File: src/rtl/tpg_lfsr_vecgen.sv
// tpg_lfsr_vecgen
//   Pseudo-random test-pattern generator feeding the c880 fault-simulation
//   stage. A seedable 60-bit Fibonacci LFSR (x^60 + x^59 + 1) supplies
//   vectors over a valid/ready handshake. The generator counts accepted
//   vectors and stops when it reaches a limit that is captured at start.
//
//   Optional feature: define TPG_WEIGHTED_EN to OR lfsr[(i+7)%WIDTH] into
//   every output bit i whose WEIGHT_MASK bit is set. Those bits are then
//   1 with a probability of about 0.75. The LFSR sequence does not change.
//
// Ports
//   clk, rst_n    clock; asynchronous active-low reset
//   start         pulse: begin a run (acted on in IDLE/DONE)
//   abort         pulse: stop the run and return to IDLE
//   seed_load     load seed_in into the LFSR (IDLE/DONE only; 0 -> SEED)
//   seed_in       seed value
//   max_vectors   vectors per run, captured at start; 0 emits none
//   vec_valid     test_vector is valid
//   vec_ready     consumer accepts the vector this cycle
//   test_vector   current vector; bit WIDTH-1 drives g[1], bit 0 drives g[60]
//   vec_index     vectors accepted in the current run
//   done          run complete; held until the next start
module tpg_lfsr_vecgen #(
  parameter int unsigned        WIDTH       = 60,
  parameter int unsigned        CNT_W       = 16,
  parameter logic [WIDTH-1:0]   SEED        = 60'h1,
  parameter logic [WIDTH-1:0]   WEIGHT_MASK = 60'h0
) (
  input  logic             clk,
  input  logic             rst_n,
  input  logic             start,
  input  logic             abort,
  input  logic             seed_load,
  input  logic [WIDTH-1:0] seed_in,
  input  logic [CNT_W-1:0] max_vectors,
  output logic             vec_valid,
  input  logic             vec_ready,
  output logic [WIDTH-1:0] test_vector,
  output logic [CNT_W-1:0] vec_index,
  output logic             done
);

  typedef enum logic [1:0] {IDLE = 2'd0, GEN = 2'd1, DONE = 2'd2} state_t;

  state_t           state;
  logic [WIDTH-1:0] lfsr;
  logic [CNT_W-1:0] maxReg;
  logic [CNT_W-1:0] vecIndex;
  logic             vecValid;
  logic             doneReg;

  // Carry the extra bit so that the compare with the limit cannot wrap.
  logic [CNT_W:0]   idxNext;
  logic             handshake;
  logic [WIDTH-1:0] lfsrAdv;

  assign idxNext   = {1'b0, vecIndex} + {{CNT_W{1'b0}}, 1'b1};
  assign handshake = vecValid & vec_ready;
  assign lfsrAdv   = {lfsr[WIDTH-2:0], lfsr[WIDTH-1] ^ lfsr[WIDTH-2]};

  assign vec_valid = vecValid;
  assign vec_index = vecIndex;
  assign done      = doneReg;

  always_ff @(posedge clk or negedge rst_n) begin
    if (!rst_n) begin
      state    <= IDLE;
      lfsr     <= SEED;
      maxReg   <= '0;
      vecIndex <= '0;
      vecValid <= 1'b0;
      doneReg  <= 1'b0;
    end else begin
      case (state)
        IDLE, DONE: begin
          // The seed load and the start take effect together. A vector
          // started in the same cycle is therefore the newly loaded seed.
          if (seed_load)
            lfsr <= (seed_in == '0) ? SEED : seed_in;
          if (start) begin
            vecIndex <= '0;
            maxReg   <= max_vectors;
            if (max_vectors == '0) begin
              state   <= DONE;
              doneReg <= 1'b1;
            end else begin
              state    <= GEN;
              vecValid <= 1'b1;
              doneReg  <= 1'b0;
            end
          end else if (abort) begin
            state   <= IDLE;
            doneReg <= 1'b0;
          end
        end
        GEN: begin
          // An abort wins over a handshake in the same cycle. That vector
          // is not counted and the LFSR keeps its value.
          if (abort) begin
            state    <= IDLE;
            vecValid <= 1'b0;
          end else if (handshake) begin
            lfsr <= lfsrAdv;
            if (vecIndex != '1)
              vecIndex <= idxNext[CNT_W-1:0];
            if (idxNext == {1'b0, maxReg}) begin
              state    <= DONE;
              vecValid <= 1'b0;
              doneReg  <= 1'b1;
            end
          end
        end
        default: begin
          state    <= IDLE;
          vecValid <= 1'b0;
          doneReg  <= 1'b0;
        end
      endcase
    end
  end

`ifdef TPG_WEIGHTED_EN
  // Output bits with their mask bit set OR in a second LFSR tap, which
  // raises P(1) to about 0.75. Each output bit is generated separately.
  for (genvar i = 0; i < WIDTH; i++) begin : gWeight
    if (WEIGHT_MASK[i]) begin : gOr
      assign test_vector[i] = lfsr[i] | lfsr[(i + 7) % WIDTH];
    end else begin : gPass
      assign test_vector[i] = lfsr[i];
    end
  end
`else
  assign test_vector = lfsr;
`endif

endmodule

File: config.mk
export PLATFORM = sky130hd
export DESIGN_NAME = tpg_lfsr_vecgen
export DESIGN_NICKNAME = d
export VERILOG_FILES = /design/src/rtl/tpg_lfsr_vecgen.sv
export SDC_FILE = /design/constraint.sdc
export NUM_CORES = 1
export LEC_CHECK = 0
export BUFFER_PORTS_ARGS = -buffer_cell sky130_fd_sc_hd__buf_2
export CORE_MARGIN = 4
export CORE_UTILIZATION = 40
export DETAILED_ROUTE_END_ITERATION = 10
export SKIP_LAST_GASP = 1
export SYNTH_ARGS = -nofsm -noshare
export SYNTH_HDL_FRONTEND = slang
export SYNTH_SLANG_ARGS = --single-unit
File: constraint.sdc
create_clock -name clk -period 3 [get_ports clk]
set_clock_uncertainty 0.1 [all_clocks]
set_input_delay 0.75 -clock clk [delete_from_list [all_inputs] [get_ports clk]]
set_output_delay 0.75 -clock clk [all_outputs]
set_load 0.01 [all_outputs]
==> results.yml, run 1 <==
logic_synthesis:
  synth.area.top_cells: "dfrtp_1 (46%), mux2i_1 (12%), nand2_1 (9.6%), o21ai_0 (6.9%), nor4_1 (2.4%)"
  post_synth.cell_area_avg_um2: 9.26
  synth.yosys.seq_area_share_pct: 46.6
  synth_area_leader_cell: "dfrtp_1"
  synth_cell_types: 50
  synth_area_mm2: 0.00516
  ys.flop_type: "dfrtp_1"
  yosys_warnings: 0
  synth_edf_count: 0
  syn-num-nets: 640
  synth-seq-cells: 96
  async_flop_share_pct: 100
  synth.top_cell.area_share_pct: 46.1
  syn_inst: 557
place:
  gp_congestion: 0.876
  dp_hpwl_um: 10500
  placed_area_mm2: 0.00610
  port_buffers: 159
  post-place-ws_ns: 0.563
layout:
  layout-drive-gt1-share_pct: 28.3
  finalNetCount: 782
  multiInputGateArea_mm2: 0.00257
  final-seq-area_mm2: 0.00240
  area_growth_pct: 23.6
  stdcell_area_mm2: 0.00637
  diodes: 0
  final.fill_count: 1228
clock_network:
  ctsResizeCount: 0
  cts.reportedPaths.clkPinSlew_ns: 0.07
  cts_hold_buffers: 0
  numCtsBuffers: 9
  postCtsSetupRepairBufs: 0
  clk_latency_ns: 0.35
  clock_sinks: 96
  htree_levels: 3
  cts_buffer_depth: 2
  cts_root_buffer: "clkbuf_16"
  cts_tree: "built"
min_path:
  min_path_type: "in -> async"
die:
  die_area_mm2: 0.0148
  core_mm2: 0.0126
  die_h_um: 122
  rows: 41
  start_util_pct: 40.9
  io_pins: 160
  die_w_um: 122
route:
  num_vias: 4636
  dr.pass1.iters: 5
  ant_nets: 0
  wl_per_cell_um: 16.0
  drc_errors: 0
  drtIter0Drc: 404
  totalWireLength_um: 14000
  viasPerCell: 5.29
power:
  cellLeakagePower_nw: 3.10
  power_density_mw_per_mm2: 693
  worst_ir_drop_vdd_v: 0.000303
global_routing:
  grt_usage_pct: 19.1
  globalRoute.totalOverflow: 0
  antenna_found_initial: 1
  grt_pass1_wl_um: 22300
  grt_pass1_vias: 4417
  grt_max_degree: 121
sta:
  fin_setup_tns_ns: 0
  drv_slew: 0
  fin_ws_ns: 0.557
  fin_crit_sh_pct: 81.4
  worstMarginPinSlew_ns: 1.05
  setup_viol: 0
  fin_crit_ns: 2.44
  fmax_ghz: 0.409
  hold_viol: 0
  holdWs_ns: 0.276
  rsz0062_at_grt: "no"
  slew_headroom_pct: 30.0
run:
  maxCapViolations: 0
worst_setup_path:
  cp_slowest_cell: "or4_4"
  crit_path_start_kind: "flip-flop"
  critPathMaxStageDelay_ns: 0.58
  crit_chain: "ha_1 -> and3_2 -> nand3_1 -> nor3_2 -> a21oi_1 -> or4_4 -> o21ba_1"
  reg2reg_slack_ns: 0.56
  rr_startpoint: "vec_index[0]"
  reg2reg_depth: 7
  endpoint_kind: "flip-flop"
  required_ns: 3.14
  path_class: "reg -> reg"
  r2r-end: "vec_valid"
  cp.arrival_ns: 2.58
  critPathMaxFanout: 8
status:
  status: "finished, final reports clean"
Yosys cell counts (3+ instances only):
library cell	instances
nor2_1	11
o31ai_1	3
nand4_1	9
a21o_1	4
a311oi_1	3
buf_2	13
buf_4	3
o21a_1	3
nand2b_1	4
xor2_1	10
dfrtp_1	95
nand3_1	10
mux2i_1	63
and4_1	4
clkbuf_1	16
xnor2_1	12
o22ai_1	3
nand2_1	132
inv_1	4
a21oi_1	15
nor4_1	20
o21ai_0	71
a31oi_1	9
nor3_1	7
sequential cells by signal (all words and copies together), names as in the netlist:
name / count
done: 1
vec_valid: 1
maxReg: 16
vec_index: 16
test_vector: 60
state: 2
layer usage:
metal	up-vias	part of all wire (%)	global-route usage [%]
met3	22	6.8	4.36
met5	-	0.14	0
met2	155	48	30.2
met4	2	2.0	7.07
li1	2255	-	-
met1	2202	43	25.8
critical path: cells and delay by family (launching register included):
kind | cells | cell delay [ns]
AO/OA/AOI/OAI | 2 | 0.27
adder cells (fa/ha/maj) | 1 | 0.36
flip-flops | 1 | 0.48
AND/OR/NAND/NOR | 4 | 1.12
cell usage in the layout, fill, tap and decap left out, types with 4 or more instances in the layout:
master	instances
buf_2	158
nand2_1	132
dfrtp_1	95
o21ai_0	71
mux2i_1	62
nor4_1	20
a21oi_1	15
xnor2_1	12
nor2_1	11
nand3_1	10
xor2_1	10
nand4_1	9
a31oi_1	9
clkbuf_16	9
buf_4	8
nor3_1	7
nand2b_1	4
inv_1	4
and4_1	4
a21o_1	4
logic make-up (layout without fill, tap and decap cells):
group | count (synthesis) | in the layout | synth area share [%]
XOR/XNOR | 22 | 22 | 3.74
buffers and inverters | 41 | 188 | 4.00
AND/OR/NAND/NOR | 211 | 211 | 19.3
AO/OA/AOI/OAI | 122 | 122 | 13.6
flip-flops | 96 | 96 | 46.6
adder cells (fa/ha/maj) | 1 | 1 | 0.243
multiplexers | 64 | 64 | 12.5
worst max-delay path by stage:
stage	startpoint	to	slack [ns]	cells past startpoint
CTS	vec_index[0]	vec_valid	0.55	7
floorplan	vec_index[0]	vec_valid	0.71	8
finish	vec_index[0]	vec_valid	0.56	7
global placement	vec_index[0]	vec_valid	0.60	7
detailed placement	vec_index[0]	vec_valid	0.56	7
global route	vec_index[0]	vec_valid	0.43	6
layout make-up:
type | count | share of cell area (%)
Clock inverter | 5 | 0.510
Clock buffer | 11 | 3.81
Tap cell | 172 | 3.38
Multi-Input combinational cell | 420 | 40.4
Timing Repair Buffer | 168 | 14.0
Inverter | 4 | 0.236
Sequential cell | 96 | 37.7
power by group:
part / switching (mW) / internal [mW] / total, mW
clock: 0.501 / 0.582 / 1.08
sequential: 0.324 / 1.64 / 1.97
combinational: 0.760 / 0.605 / 1.36
metrics by stage:
| step | total power, mW | cells | util (%) |
|---|---|---|---|
| floorplan | 2.75 | 557 | - |
| global route | 4.73 | 876 | 50.5 |
| global placement | 3.34 | 860 | 48.3 |
| finish | 4.42 | 876 | 50.5 |
| CTS | 4.47 | 876 | 50.5 |
| detailed placement | 3.37 | 860 | 48.3 |
Note: power is estimated with default switching activity, not from simulation.
==> run 2: changes to the inputs <==
--- a/config.mk
+++ b/config.mk
@@ -5,10 +5,12 @@
 export SDC_FILE = /design/constraint.sdc
 export NUM_CORES = 1
 export LEC_CHECK = 0
+export ABC_AREA = 1
 export BUFFER_PORTS_ARGS = -buffer_cell sky130_fd_sc_hd__buf_2
 export CORE_MARGIN = 4
 export CORE_UTILIZATION = 40
 export DETAILED_ROUTE_END_ITERATION = 10
+export PLACE_DENSITY = 0.67
 export SKIP_LAST_GASP = 1
 export SYNTH_ARGS = -nofsm -noshare
 export SYNTH_HDL_FRONTEND = slang
==> constraint.sdc (replaced) <==
create_clock -name clk -period 2.08 [get_ports clk]
set_clock_uncertainty 0.1 [all_clocks]
set_input_delay 0.52 -clock clk [delete_from_list [all_inputs] [get_ports clk]]
set_output_delay 0.52 -clock clk [all_outputs]
set_load 0.01 [all_outputs]
==> run 2 against run 1 <==
Maximum frequency increased by 18%. Setup slack worse by 0.54 ns. Non-clock buffer count is 15 higher. Utilization increased by 2.4 points. Worst hold slack lost 0.19 ns. Synthesized area decreased by 0.56%. Sequential share of layout area shrank 1.5 points. Clock power up 82%. Cell count rose by 18%. Sequential power grew 55%. Final area is 4.2% higher. Die area is 0.53% lower. Largest power group unchanged.
==> results.yml, run 2 <==
logic_synthesis:
  syn_inst: 690
  synth.most_common_cell: "nand2_1"
  async_flop_share_pct: 100
  synth_cell_types: 33
  synth-seq-cells: 96
  synth_area_leader_cell: "dfrtp_1"
  post_synth.cell_area_avg_um2: 7.43
  synth.top_cell.area_share_pct: 46.4
  synth.yosys.seq_area_share_pct: 46.9
  synth_common_cells: "nand2_1 (222), dfrtp_1 (95), nor2_1 (87)"
  synth.area.top_cells: "dfrtp_1 (46%), nand2_1 (16%), a31oi_1 (7.0%), nor2_1 (6.4%), inv_1 (4.4%)"
  yosys_warnings: 0
  synth_area_mm2: 0.00513
  ys.flop_type: "dfrtp_1"
  syn-num-nets: 773
  synth_edf_count: 0
global_routing:
  grt_usage_pct: 20.5
  antenna_found_initial: 0
  grt_pass1_vias: 4772
  globalRoute.totalOverflow: 0
  grt_pass1_wl_um: 23800
  grt_max_degree: 97
place:
  placed_area_mm2: 0.00622
  port_buffers: 159
  gp_congestion: 0.893
  dp_hpwl_um: 10900
  post-place-ws_ns: 0.0353
route:
  met3_wirelength_um: 1090
  drtIter0Drc: 472
  wl_met2_um: 7120
  num_vias: 5198
  dr.pass1.iters: 7
  viasPerCell: 5.04
  totalWireLength_um: 15200
  routed.top_layer: "met4"
  wl_per_cell_um: 14.7
  ant_nets: 0
  drc_errors: 0
  wl_met1_um: 6520
die:
  core_mm2: 0.0126
  io_pins: 160
  die_area_mm2: 0.0147
  die_w_um: 121
  die_h_um: 121
  start_util_pct: 40.8
  rows: 41
min_path:
  min_path_type: "in -> async"
status:
  status: "finished, final reports clean"
worst_setup_path:
  rr_startpoint: "vec_index[0]"
  required_ns: 2.23
  crit_chain: "buf_6 -> clkinvlp_4 -> nor2_4 -> nand3_2 -> nand3_1 -> nand2_1 -> nor2_1 -> nand3_1 -> nor2_2 -> nand3_2 -> nand2_2 -> nand2_1 -> nand2_1 -> nand2_1"
  critPathMaxFanout: 5
  cp_slowest_cell: "dfrtp_1"
  critPathMaxStageDelay_ns: 0.36
  path_common_cell: "nand2_1"
  path_class: "reg -> reg"
  crit_path_start_kind: "flip-flop"
  cp.arrival_ns: 2.21
  endpoint_kind: "flip-flop"
  worstSetupStartpoint: "vec_index[0]"
sta:
  worstMarginPinSlew_ns: 0.641
  fmax_ghz: 0.484
  drv_slew: 0
  slew_headroom_pct: 57.3
  rsz0062_at_grt: "yes"
  fin_crit_sh_pct: 99.3
  setup_viol: 0
  hold_viol: 0
  fin_ws_ns: 0.0151
  fin_crit_ns: 2.06
clock_network:
  cts_root_buffer: "clkbuf_16"
  cts_tree: "built"
  clk_latency_ns: 0.35
  cts.reportedPaths.clkPinSlew_ns: 0.07
  clock_sinks: 96
  numCtsBuffers: 9
  cts_buffer_depth: 2
  cts_hold_buffers: 0
  htree_levels: 3
layout:
  layout-drive-gt1-share_pct: 27.6
  stdcell_area_mm2: 0.00664
  diodes: 0
  final_common_cell: "nand2_1"
  finalNetCount: 937
  final.fill_count: 1261
  largest_reg_flops: 60
  final_cell_mix: "nand2_1 (222), buf_2 (158), dfrtp_1 (93), nor2_1 (85), inv_1 (59)"
  area_growth_pct: 29.5
power:
  cellLeakagePower_nw: 3.24
  power_density_mw_per_mm2: 1150
  worst_ir_drop_vdd_v: 0.000634
run:
  maxCapViolations: 0
==> run 2: logic make-up after synthesis <==
logic type	synth area share, %
and+or+nand+nor	33.9
AOI/OAI and AO/OA	11.7
DFF	46.9
buffers and inverters	6.93
xor gates and xnor gates	0.342
adders and majority gates	0.244
==> run 2: routing by layer <==
| layer | vias up | GRT usage [%] |
|---|---|---|
| met1 | 2404 | 26.8 |
| met5 | - | 0 |
| li1 | 2590 | - |
| met4 | 0 | 9.38 |
| met2 | 177 | 32.0 |
| met3 | 27 | 5.45 |
==> run 2: area by class of cell <==
cell class | count | area, µm² | area share, %
flip-flops and latches | 96 | 2410 | 36.2
multi-input cells | 503 | 2410 | 36.3
well taps | 172 | 215 | 3.24
inverters | 61 | 233 | 3.50
repair buffers | 183 | 1020 | 15.3
clock buffers | 11 | 253 | 3.80
clock inverters | 5 | 103 | 1.54
==> run 2: path summary, 6_finish.rpt <==
check / end / slack (ns) / cells after the start
max in group asynchronous: test_vector[48] / 1.35 / 2
min in group clk: test_vector[35] / 0.32 / 3
worst min register to register: done / 0.40 / 2
worst max-delay path: vec_valid / 0.02 / 14
worst max register to register: vec_valid / 0.02 / 14
worst min-delay path: maxReg[11] / 0.08 / 2
==> run 2: critical path: cells and delay by family (launching register included) <==
family	cells	cell delay, ns
simple gates	12	1.22
flops	1	0.36
buf+inv	2	0.28
==> run 2: timing repair <==
action / 4_1_cts / 5_1_grt
endpoints found under the setup margin: 0 / 17
buffers inserted: 0 / 3
hold endpoints to repair: 0 / 0
gates resized for setup: 0 / 11
==> run 2: stage by stage <==
stage                     hold slack [ns]  total power, mW  setup TNS (ns)  instances  util (%)
after floorplan                     0.124             4.52               0        690         -
after detailed placement            0.381             5.71               0       1011      49.5
after global placement              0.365             5.67               0       1011      49.5
after global routing                0.145             8.20          -0.237       1031      52.9
after CTS                           0.144             7.70               0       1027      52.3
final                              0.0842             7.66               0       1031      52.9
==> run 2: power breakdown <==
group	switching, mW	internal (mW)	leakage, nW
clock	0.729	1.24	0.172
combinational	1.55	1.07	1.94
sequential	0.548	2.52	1.13
total	2.83	4.83	3.24
